**src/rtl/mem_wb_pipe_stage_pkg.sv**
```systemverilog
// mips_pipe_pkg: definitions shared by the MEM/WB pipeline stage.
//   DEF_DATA_W / DEF_REG_ADDR_W / DEF_CNT_W : default widths
//   occ_state_t    : stage occupancy state
//   mem_wb_entry_t : one MEM/WB entry at the default widths
package mips_pipe_pkg;

  localparam int unsigned DEF_DATA_W     = 32;
  localparam int unsigned DEF_REG_ADDR_W = 5;
  localparam int unsigned DEF_CNT_W      = 16;

  // EMPTY/ONE/TWO are used with the skid buffer; EMPTY/FULL without it.
  typedef enum logic [1:0] {
    ST_EMPTY = 2'd0,
    ST_ONE   = 2'd1,
    ST_TWO   = 2'd2,
    ST_FULL  = 2'd3
  } occ_state_t;

  typedef struct packed {
    logic                      RegWrite;
    logic                      MemtoReg;
    logic [DEF_DATA_W-1:0]     readData;
    logic [DEF_DATA_W-1:0]     ALUresult;
    logic [DEF_REG_ADDR_W-1:0] writeReg;
  } mem_wb_entry_t;

endpackage

```
**src/rtl/mem_wb_pipe_stage_if.sv**
```systemverilog
// mem_wb_pipe_stage_if: MEM-side input bus, WB-side output bus and flush of
// the MEM/WB stage.
//   slave  : stage view (i_* in, o_* out)
//   master : driver/sink view (i_* out, o_* in)
interface mem_wb_pipe_stage_if
  import mips_pipe_pkg::*;
#(
  parameter int unsigned DATA_W     = DEF_DATA_W,
  parameter int unsigned REG_ADDR_W = DEF_REG_ADDR_W,
  parameter int unsigned CNT_W      = DEF_CNT_W
);

  logic                  i_flush;
  logic                  i_valid;
  logic                  o_ready;
  logic                  i_RegWrite;
  logic                  i_MemtoReg;
  logic [DATA_W-1:0]     i_ALUresult;
  logic [DATA_W-1:0]     i_readData;
  logic [REG_ADDR_W-1:0] i_writeReg;

  logic                  o_valid;
  logic                  i_ready;
  logic                  o_RegWrite;
  logic                  o_MemtoReg;
  logic [DATA_W-1:0]     o_readData;
  logic [DATA_W-1:0]     o_ALUresult;
  logic [REG_ADDR_W-1:0] o_writeReg;
  logic [DATA_W-1:0]     o_wb_data;
  logic                  o_fwd_valid;
  logic [CNT_W-1:0]      o_bubble_cnt;

  modport slave (
    input  i_flush, i_valid, i_RegWrite, i_MemtoReg, i_ALUresult,
           i_readData, i_writeReg, i_ready,
    output o_ready, o_valid, o_RegWrite, o_MemtoReg, o_readData,
           o_ALUresult, o_writeReg, o_wb_data, o_fwd_valid, o_bubble_cnt
  );

  modport master (
    output i_flush, i_valid, i_RegWrite, i_MemtoReg, i_ALUresult,
           i_readData, i_writeReg, i_ready,
    input  o_ready, o_valid, o_RegWrite, o_MemtoReg, o_readData,
           o_ALUresult, o_writeReg, o_wb_data, o_fwd_valid, o_bubble_cnt
  );

endinterface

```
**src/rtl/mem_wb_pipe_stage_sat_counter.sv**
```systemverilog
// sat_counter: up-counter that stops at all-ones instead of wrapping.
//   i_clk   : clock
//   i_rst_n : asynchronous active-low clear
//   i_en    : count enable
//   o_cnt   : current count
module sat_counter
  import mips_pipe_pkg::*;
#(
  parameter int unsigned W = DEF_CNT_W
) (
  input  logic         i_clk,
  input  logic         i_rst_n,
  input  logic         i_en,
  output logic [W-1:0] o_cnt
);

  localparam logic [W-1:0] ONE = W'(1);

  logic [W-1:0] r_cnt;

  always_ff @(posedge i_clk or negedge i_rst_n) begin
    if (!i_rst_n) begin
      r_cnt <= '0;
    end else if (i_en && (r_cnt != '1)) begin
      r_cnt <= r_cnt + ONE;
    end
  end

  assign o_cnt = r_cnt;

endmodule

```
**src/rtl/mem_wb_pipe_stage.sv**
```systemverilog
// mem_wb_pipe_stage: MEM/WB pipeline register with valid/ready flow control,
// flush, writeback-data select, forwarding qualifier and bubble counter.
//   i_clk   : clock
//   i_rst_n : asynchronous active-low reset
//   io_mw   : stage bus (slave modport)
//     i_flush                 drop every held entry and the same-cycle input
//     i_valid / o_ready       MEM-side handshake
//     i_RegWrite .. i_writeReg MEM-side entry fields
//     o_valid / i_ready       WB-side handshake
//     o_RegWrite .. o_writeReg head entry fields (o_RegWrite gated by o_valid)
//     o_wb_data               head MemtoReg ? readData : ALUresult
//     o_fwd_valid             head valid, writing, destination not r0
//     o_bubble_cnt            saturating count of cycles without a head
// Build option MEM_WB_SKID_EN: 2-entry skid buffer with registered o_ready.
// Without it: single entry, o_ready = !o_valid | i_ready.
module mem_wb_pipe_stage
  import mips_pipe_pkg::*;
#(
  parameter int unsigned DATA_W     = DEF_DATA_W,
  parameter int unsigned REG_ADDR_W = DEF_REG_ADDR_W,
  parameter int unsigned CNT_W      = DEF_CNT_W
) (
  input logic                 i_clk,
  input logic                 i_rst_n,
  mem_wb_pipe_stage_if.slave  io_mw
);

  // Same layout as mem_wb_entry_t, sized by this instance's parameters.
  typedef struct packed {
    logic                  RegWrite;
    logic                  MemtoReg;
    logic [DATA_W-1:0]     readData;
    logic [DATA_W-1:0]     ALUresult;
    logic [REG_ADDR_W-1:0] writeReg;
  } entry_t;

  occ_state_t r_state;
  logic       r_valid;
  entry_t     r_head;

  entry_t     w_in;
  logic       w_ready;
  logic       w_accept;
  logic       w_pop;
  logic       w_bubble_en;

  assign w_in = '{
    RegWrite:  io_mw.i_RegWrite,
    MemtoReg:  io_mw.i_MemtoReg,
    readData:  io_mw.i_readData,
    ALUresult: io_mw.i_ALUresult,
    writeReg:  io_mw.i_writeReg
  };

  assign w_accept = io_mw.i_valid & w_ready;
  assign w_pop    = r_valid & io_mw.i_ready;

`ifdef MEM_WB_SKID_EN

  entry_t r_skid;
  logic   r_ready;

  // o_ready comes straight from a flop; it is low only in TWO, so i_ready
  // never reaches o_ready combinationally.
  assign w_ready = r_ready;

  always_ff @(posedge i_clk or negedge i_rst_n) begin
    if (!i_rst_n) begin
      r_state <= ST_EMPTY;
      r_valid <= 1'b0;
      r_ready <= 1'b1;
      r_head  <= '0;
      r_skid  <= '0;
    end else if (io_mw.i_flush) begin
      r_state <= ST_EMPTY;
      r_valid <= 1'b0;
      r_ready <= 1'b1;
    end else begin
      unique case (r_state)
        ST_EMPTY: begin
          if (w_accept) begin
            r_head  <= w_in;
            r_state <= ST_ONE;
            r_valid <= 1'b1;
          end
        end
        ST_ONE: begin
          if (w_accept && w_pop) begin
            r_head <= w_in;
          end else if (w_accept) begin
            r_skid  <= w_in;
            r_state <= ST_TWO;
            r_ready <= 1'b0;
          end else if (w_pop) begin
            r_state <= ST_EMPTY;
            r_valid <= 1'b0;
          end
        end
        ST_TWO: begin
          if (w_pop) begin
            r_head  <= r_skid;
            r_state <= ST_ONE;
            r_ready <= 1'b1;
          end
        end
        default: begin
          r_state <= ST_EMPTY;
          r_valid <= 1'b0;
          r_ready <= 1'b1;
        end
      endcase
    end
  end

`else

  assign w_ready = ~r_valid | io_mw.i_ready;

  always_ff @(posedge i_clk or negedge i_rst_n) begin
    if (!i_rst_n) begin
      r_state <= ST_EMPTY;
      r_valid <= 1'b0;
      r_head  <= '0;
    end else if (io_mw.i_flush) begin
      r_state <= ST_EMPTY;
      r_valid <= 1'b0;
    end else begin
      unique case (r_state)
        ST_EMPTY: begin
          if (w_accept) begin
            r_head  <= w_in;
            r_state <= ST_FULL;
            r_valid <= 1'b1;
          end
        end
        ST_FULL: begin
          // An accept while FULL implies a same-cycle pop: replace the head.
          if (w_accept) begin
            r_head <= w_in;
          end else if (w_pop) begin
            r_state <= ST_EMPTY;
            r_valid <= 1'b0;
          end
        end
        default: begin
          r_state <= ST_EMPTY;
          r_valid <= 1'b0;
        end
      endcase
    end
  end

`endif

  assign io_mw.o_ready     = w_ready;
  assign io_mw.o_valid     = r_valid;
  assign io_mw.o_RegWrite  = r_valid & r_head.RegWrite;
  assign io_mw.o_MemtoReg  = r_head.MemtoReg;
  assign io_mw.o_readData  = r_head.readData;
  assign io_mw.o_ALUresult = r_head.ALUresult;
  assign io_mw.o_writeReg  = r_head.writeReg;
  assign io_mw.o_wb_data   = r_head.MemtoReg ? r_head.readData : r_head.ALUresult;
  // r0 writes still go to the register file; only forwarding ignores them.
  assign io_mw.o_fwd_valid = r_valid & r_head.RegWrite & (r_head.writeReg != '0);

  assign w_bubble_en = ~r_valid;

  sat_counter #(
    .W (CNT_W)
  ) u_bubble_cnt (
    .i_clk   (i_clk),
    .i_rst_n (i_rst_n),
    .i_en    (w_bubble_en),
    .o_cnt   (io_mw.o_bubble_cnt)
  );

endmodule

```
**src/flat_wrapper.sv**
```systemverilog
// flat-port wrapper written by rule: the top's interface ports become plain ports
module mem_wb_pipe_stage_flat import mips_pipe_pkg::*;
#(
  parameter int unsigned DATA_W     = DEF_DATA_W,
  parameter int unsigned REG_ADDR_W = DEF_REG_ADDR_W,
  parameter int unsigned CNT_W      = DEF_CNT_W
)
  (i_clk, i_rst_n, io_mw_i_flush, io_mw_i_valid, io_mw_i_RegWrite, io_mw_i_MemtoReg, io_mw_i_ALUresult, io_mw_i_readData, io_mw_i_writeReg, io_mw_i_ready, io_mw_o_ready, io_mw_o_valid, io_mw_o_RegWrite, io_mw_o_MemtoReg, io_mw_o_readData, io_mw_o_ALUresult, io_mw_o_writeReg, io_mw_o_wb_data, io_mw_o_fwd_valid, io_mw_o_bubble_cnt);
  mem_wb_pipe_stage_if #(.DATA_W(DATA_W), .REG_ADDR_W(REG_ADDR_W), .CNT_W(CNT_W)) io_mw_i ();
  input logic i_clk;
  input logic i_rst_n;
  input wire logic [$bits(io_mw_i.i_flush)-1:0] io_mw_i_flush;
  input wire logic [$bits(io_mw_i.i_valid)-1:0] io_mw_i_valid;
  input wire logic [$bits(io_mw_i.i_RegWrite)-1:0] io_mw_i_RegWrite;
  input wire logic [$bits(io_mw_i.i_MemtoReg)-1:0] io_mw_i_MemtoReg;
  input wire logic [$bits(io_mw_i.i_ALUresult)-1:0] io_mw_i_ALUresult;
  input wire logic [$bits(io_mw_i.i_readData)-1:0] io_mw_i_readData;
  input wire logic [$bits(io_mw_i.i_writeReg)-1:0] io_mw_i_writeReg;
  input wire logic [$bits(io_mw_i.i_ready)-1:0] io_mw_i_ready;
  output wire logic [$bits(io_mw_i.o_ready)-1:0] io_mw_o_ready;
  output wire logic [$bits(io_mw_i.o_valid)-1:0] io_mw_o_valid;
  output wire logic [$bits(io_mw_i.o_RegWrite)-1:0] io_mw_o_RegWrite;
  output wire logic [$bits(io_mw_i.o_MemtoReg)-1:0] io_mw_o_MemtoReg;
  output wire logic [$bits(io_mw_i.o_readData)-1:0] io_mw_o_readData;
  output wire logic [$bits(io_mw_i.o_ALUresult)-1:0] io_mw_o_ALUresult;
  output wire logic [$bits(io_mw_i.o_writeReg)-1:0] io_mw_o_writeReg;
  output wire logic [$bits(io_mw_i.o_wb_data)-1:0] io_mw_o_wb_data;
  output wire logic [$bits(io_mw_i.o_fwd_valid)-1:0] io_mw_o_fwd_valid;
  output wire logic [$bits(io_mw_i.o_bubble_cnt)-1:0] io_mw_o_bubble_cnt;
  assign io_mw_i.i_flush = io_mw_i_flush;
  assign io_mw_i.i_valid = io_mw_i_valid;
  assign io_mw_i.i_RegWrite = io_mw_i_RegWrite;
  assign io_mw_i.i_MemtoReg = io_mw_i_MemtoReg;
  assign io_mw_i.i_ALUresult = io_mw_i_ALUresult;
  assign io_mw_i.i_readData = io_mw_i_readData;
  assign io_mw_i.i_writeReg = io_mw_i_writeReg;
  assign io_mw_i.i_ready = io_mw_i_ready;
  assign io_mw_o_ready = io_mw_i.o_ready;
  assign io_mw_o_valid = io_mw_i.o_valid;
  assign io_mw_o_RegWrite = io_mw_i.o_RegWrite;
  assign io_mw_o_MemtoReg = io_mw_i.o_MemtoReg;
  assign io_mw_o_readData = io_mw_i.o_readData;
  assign io_mw_o_ALUresult = io_mw_i.o_ALUresult;
  assign io_mw_o_writeReg = io_mw_i.o_writeReg;
  assign io_mw_o_wb_data = io_mw_i.o_wb_data;
  assign io_mw_o_fwd_valid = io_mw_i.o_fwd_valid;
  assign io_mw_o_bubble_cnt = io_mw_i.o_bubble_cnt;
  mem_wb_pipe_stage #(.DATA_W(DATA_W), .REG_ADDR_W(REG_ADDR_W), .CNT_W(CNT_W)) u_core (.i_clk(i_clk), .i_rst_n(i_rst_n), .io_mw(io_mw_i));
endmodule
```
**config.mk**
```make
export PLATFORM = sky130hd
export DESIGN_NAME = mem_wb_pipe_stage_flat
export DESIGN_NICKNAME = d
export VERILOG_FILES = /design/src/rtl/mem_wb_pipe_stage_pkg.sv /design/src/rtl/mem_wb_pipe_stage_if.sv /design/src/rtl/mem_wb_pipe_stage_sat_counter.sv /design/src/rtl/mem_wb_pipe_stage.sv /design/src/flat_wrapper.sv
export SDC_FILE = /design/constraint.sdc
export NUM_CORES = 1
export LEC_CHECK = 0
export CORE_MARGIN = 2
export CORE_UTILIZATION = 30
export DETAILED_ROUTE_END_ITERATION = 12
export SLEW_MARGIN = 10
export SYNTH_ARGS = -nofsm -noshare
export SYNTH_HDL_FRONTEND = slang
export SYNTH_SLANG_ARGS = --single-unit
```
**constraint.sdc**
```tcl
create_clock -name i_clk -period 2 [get_ports i_clk]
set_input_delay 0.4 -clock i_clk [delete_from_list [all_inputs] [get_ports i_clk]]
set_output_delay 0.4 -clock i_clk [all_outputs]
set_load 0.02 [all_outputs]
```
After elaboration in Yosys (flattened, before gate mapping)
Index checks and enable logic that the tools add are counted.
{"block": "totals", "register_bits": 90, "out_inout_bits": 122}
{"block": "op_classes", "n_addsub": 1, "eq_ne": 5, "n_mux": 11, "bitwise": 7, "n_reduce_logical": 6}
{"cell": "32-bit 2-to-1 mux", "count": 1}
{"cell": "16-bit by 1-bit adder with 16-bit output (second input constant)", "count": 1}
{"cell": "16-bit inequality test (second input constant)", "count": 1}
{"cell": "2-bit 2-to-1 mux", "count": 4}
{"cell": "3-bit by 2-bit inequality test with 1-bit output (second input constant)", "count": 2}
{"cell": "3-bit AND reduction", "count": 2}
{"cell": "5-bit nonzero test", "count": 1}
{"cell": "1-bit AND", "count": 4}
{"cell": "1-bit 2-to-1 mux", "count": 4}
{"cell": "2-bit one-hot mux with 2 select lines", "count": 1}
{"cell": "3-bit inequality test (second input constant)", "count": 1}
{"cell": "2-bit equality test (second input constant)", "count": 1}
{"cell": "2-bit logical NOT", "count": 1}
{"cell": "1-bit NOT", "count": 2}
{"cell": "1-bit one-hot mux with 2 select lines", "count": 1}
{"cell": "2-bit OR reduction", "count": 1}
{"cell": "1-bit logical AND", "count": 1}
{"cell": "1-bit bitwise OR", "count": 1}

Logic depth before layout (Yosys ltp)
{"block": "depth", "word_depth": 6, "mapped_depth": 6, "ltp_nobuf": 5}

By module
From an unflattened synthesis, not the netlist that was laid out.
{"block": "hier_totals", "hier_cells": 337, "hier_area_um2": 4835.9}
{"mod": "mem_wb_pipe_stage", "n_inst": 1, "cells_per_inst": 265, "area_each_um2": 3976.3, "seq_area_each_um2": 1801.7}
{"mod": "sat_counter", "n_inst": 1, "cells_per_inst": 72, "area_each_um2": 859.6, "seq_area_each_um2": 400.4}

Least setup slack after synthesis
OpenSTA, ideal clock, no wires.
{"block": "synth_path", "path_kind": "register to register", "start": "register u_core.u_bubble_cnt.r_cnt[0] (netlist: u_core.u_bubble_cnt.o_cnt[0])", "end": "register u_core.u_bubble_cnt.r_cnt[7] (netlist: u_core.u_bubble_cnt.o_cnt[7])", "t_arrival_ns": 1.778, "path_slack_ns": 0.100, "path_stages_with_launch": 7, "path_buffers": 1, "path_cell_list": "dfrtp_1 ha_1 nand3_1 o41a_1 buf_6 and3b_2 xnor2_1"}
{"block": "synth_via", "elab_chain_len": 2}
{"item": "start: declaration", "line_no": "mem_wb_pipe_stage_sat_counter.sv:19", "text": "logic [W-1:0] r_cnt;"}
{"item": "start signal: assignment", "line_no": "mem_wb_pipe_stage_sat_counter.sv:25", "text": "r_cnt <= r_cnt + ONE;"}
{"item": "parallel branches: the longest is 2 deep, another holds 16-bit by 1-bit adder with 16-bit output"}
Parallel ways; which one is timed is not known.
A chain may end at the register's enable or synchronous reset.

Worst setup path in the final report
{"block": "layout_path", "start": "register u_core.r_head, in the netlist u_core.io_mw.o_writeReg[0]", "end": "output port io_mw_o_fwd_valid"}
{"block": "layout_via", "elab_chain_len": 2}
{"item": "start: declaration", "line_no": "mem_wb_pipe_stage.sv:39", "text": "entry_t r_head;"}
{"item": "start signal: assignment", "line_no": "mem_wb_pipe_stage.sv:131", "text": "r_head <= w_in;"}
{"item": "start signal: assignment", "line_no": "mem_wb_pipe_stage.sv:139", "text": "r_head <= w_in;"}
{"item": "5-bit nonzero test", "line_no": "mem_wb_pipe_stage.sv:164", "text": "assign io_mw.o_fwd_valid = r_valid & r_head.RegWrite & (r_head.writeReg != '0);"}
{"item": "1-bit AND", "line_no": "mem_wb_pipe_stage.sv:164"}
{"item": "end: declaration", "line_no": "flat_wrapper.sv:28", "text": "output wire logic [$bits(io_mw_i.o_fwd_valid)-1:0] io_mw_o_fwd_valid;"}
Every way passes these cells.

==> impl_metrics.json <==
{
  "run_status": "finished clean",
  "drt-vias-per-instance": 4.443,
  "drc": 0,
  "antenna_violating_nets_left": 0,
  "cts.sink_count": 88,
  "layout.cells.most_common_list": "161 x clkdlybuf4s50_1, 104 x mux2_2, 87 x dfrtp_1",
  "yosys-top-cells-area": "dfrtp_1 51%, mux2_2 27%, buf_4 12%",
  "grt_pass1_wl_um": 16620,
  "timing.final.crit_share": 0.9946,
  "worst-slew-pin-transition_ns": 0.4895,
  "maxClockFrequency_ghz": 0.5027,
  "layout_commonest_cell": "clkdlybuf4s50_1",
  "drt_first_pass_iters": 4,
  "final_max_slew_viol_count": 0,
  "dieWidth_um": 124.6,
  "layout.cells.non_filler": 663,
  "start_util": 0.3035,
  "wl_per_cell_um": 15.80,
  "synth_top_cell_by_area": "dfrtp_1",
  "crit_chain": "or4_4 > o21a_1 > buf_6",
  "layout-drive-gt1-share": 0.3633,
  "hold_viol": 0,
  "grtUsageTotal": 0.1361,
  "cp.buffers_inverters": 1,
  "routed-via-count": 2946,
  "worst_ir_drop_vdd_mv": 0.8246,
  "placed_cells_incl_taps": 646,
  "syn_avg_cell_area_um2": 13.09,
  "dr.first_iter.drc_count": 77,
  "cpMaxStageDelayCell": "or4_4",
  "post_route_skew_ns": 0.005157,
  "final_net_count": 551,
  "final.setup.tns_ns": 0,
  "bufs_on_longest_clock_path": 2,
  "routed_wirelength_um": 10480,
  "finalWeightedCongestion": 0.7775,
  "die-area_um2": 15520,
  "chipHeight_um": 124.6,
  "report.final.setup_viol": 0,
  "htree_levels": 3,
  "worstPathArrival_ns": 1.59,
  "antenna-diode-count": 0,
  "yosys_reg_bits": 88,
  "critical-path-top-delay-family": "simple AND/OR/NAND/NOR gates",
  "globalRouteOverflowTotal": 0,
  "floorplan.rows": 44,
  "largest_net_degree_at_the_start_of_global_routing": 42,
  "timing_worst_setup_path_type": "reg2out",
  "global_route.usage.met2": 0.2150,
  "place.detailed.hpwl_um": 7734,
  "clock_tree.root_cell": "clkbuf_16",
  "design.core.area_um2": 14370,
  "ys_seq_area_frac": 0.5050,
  "power_density_nw_per_um2": 1066,
  "netlist_instances": 333,
  "hold_path_class": "reg2reg",
  "floorplan.io_pins": 198,
  "final_core_util": 0.4439,
  "worst_path_max_fanout": 2,
  "postCtsSetupBuffers": 0,
  "port_buffer_cells": 197,
  "worst_hold_slack_across_all_endpoints_ns": 0.5079,
  "critPathLaunchType": "flip-flop",
  "synth.lib_cells_used.distinct": 29,
  "clk_latency_ns": 0.34,
  "met1_usage": 0.1676,
  "grt_antenna_before_repair": 0,
  "tritoncts": "built",
  "synth.top_cell.area_share": 0.5050,
  "vias_in_the_first_global_route": 3138,
  "grt_setup_unrepaired": "true",
  "cts.reportedPaths.clkPinSlew_ns": 0.06,
  "worst_setup_path_end_kind": "output port",
  "syn-cell-area_um2": 4360,
  "worstPathRequired_ns": 1.60,
  "final_period_minus_worst_setup_slack_ns": 1.989,
  "cpPeakStageDelay_ns": 0.54,
  "gr-usage-met3": 0.05069,
  "timing.max_cap.violations": 0,
  "leakagePower_nw": 2.662,
  "area_growth_syn_to_layout_pct": 46.28,
  "syn_nets": 410,
  "cts_buffers": 9,
  "yosysWarnings": 0,
  "maxSlewHeadroom": 0.6707,
  "globalRoute.busiestLayer": "met2"
}
==> synthesized netlist by cell type (all sizes together) <==
library cell    n
mux2          104
dfrtp          88
buf            77
nand4           8
xor2            8
xnor2           7
clkbuf          6
nor2            6
nand2           5
nor4            4
inv             3
nand3           3
nor3            2
nor4b           2
and2            1
and3            1
and3b           1
and4            1
ha              1
nor3b           1
o21a            1
o41a            1
or3             1
or4             1
==> worst paths after layout <==
check                                                         start                                        end  slack (ns)  cells past startpoint
setup reg to reg           u_core.u_bubble_cnt.o_cnt[0]$_DFFE_PN0P_   u_core.u_bubble_cnt.o_cnt[7]$_DFFE_PN0P_        0.14                      5
min in group asynchronous                                   i_rst_n  u_core.u_bubble_cnt.o_cnt[15]$_DFFE_PN0P_        0.55                      2
hold / removal                        u_core.r_head[70]$_DFFE_PN0P_              u_core.r_head[70]$_DFFE_PN0P_        0.51                      1
max in group asynchronous                                   i_rst_n    u_core.io_mw.o_readData[16]$_DFFE_PN0P_        0.90                      3
hold reg to reg                       u_core.r_head[70]$_DFFE_PN0P_              u_core.r_head[70]$_DFFE_PN0P_        0.51                      1
setup / recovery             u_core.io_mw.o_writeReg[0]$_DFFE_PN0P_                          io_mw_o_fwd_valid        0.01                      3
==> what timing repair did <==
item,4_1_cts,5_1_grt
setup endpoints to repair,34,30
gates cloned,0,0
hold buffers,1,0
pin swaps,0,1
gates resized for setup,72,31
endpoints found under the hold margin,22,0
==> cell families (layout without fill, tap and decap cells) <==
family	Yosys count	after routing	synth area share
adder cells (fa/ha/maj)	1	1	0.002869
buffers and inverters	86	232	0.1374
multiplexers	104	104	0.2686
flip-flops	88	88	0.5050
AND/OR/NAND/NOR	37	37	0.05165
AO/OA/AOI/OAI	2	2	0.004305
XOR/XNOR	15	15	0.03013
==> final cells by class <==
type | count | area [µm²]
sequential | 88 | 2203
timing repair buffer | 213 | 2019
clock buffer | 11 | 242.7
clock inverter | 5 | 103.9
inverter | 3 | 11.26
tap | 184 | 230.2
multi-input combinational | 159 | 1568
fill | 1328 | 7990
==> flip-flops by register name, indices dropped and copies added (netlist names) <==
name                       cells
u_core.io_mw.o_ALUresult      32
u_core.u_bubble_cnt.o_cnt     16
u_core.r_state                 1
u_core.io_mw.o_writeReg        5
u_core.r_head                  1
u_core.io_mw.o_readData       32
u_core.io_mw.o_MemtoReg        1
==> routing by layer <==
layer,vias to the layer above,part of all wire
met4,0,0.017
li1,1372,-
met2,128,0.47
met1,1433,0.43
met3,13,0.082
met5,-,0
==> report_power, final <==
| group | internal, mW | total, mW | switching, mW |
|---|---|---|---|
| Combinational | 1.30 | 2.44 | 1.15 |
| Sequential | 2.11 | 2.41 | 0.303 |
| Clock | 1.26 | 1.94 | 0.687 |
| Total | 4.66 | 6.80 | 2.14 |
==> through the flow <==
| stage | cell area, µm² | setup slack (ns) | power (mW) |
|---|---|---|---|
| global route | 6379 | -0.05512 | 7.156 |
| finish | 6379 | 0.01077 | 6.797 |
| detailed placement | 6153 | -0.02302 | 5.069 |
| floorplan | 4360 | 0.1000 | 4.006 |
| CTS | 6510 | -0.01425 | 6.988 |
| global placement | 6153 | -0.04286 | 5.033 |
Note: power is estimated with default switching activity, not from simulation.
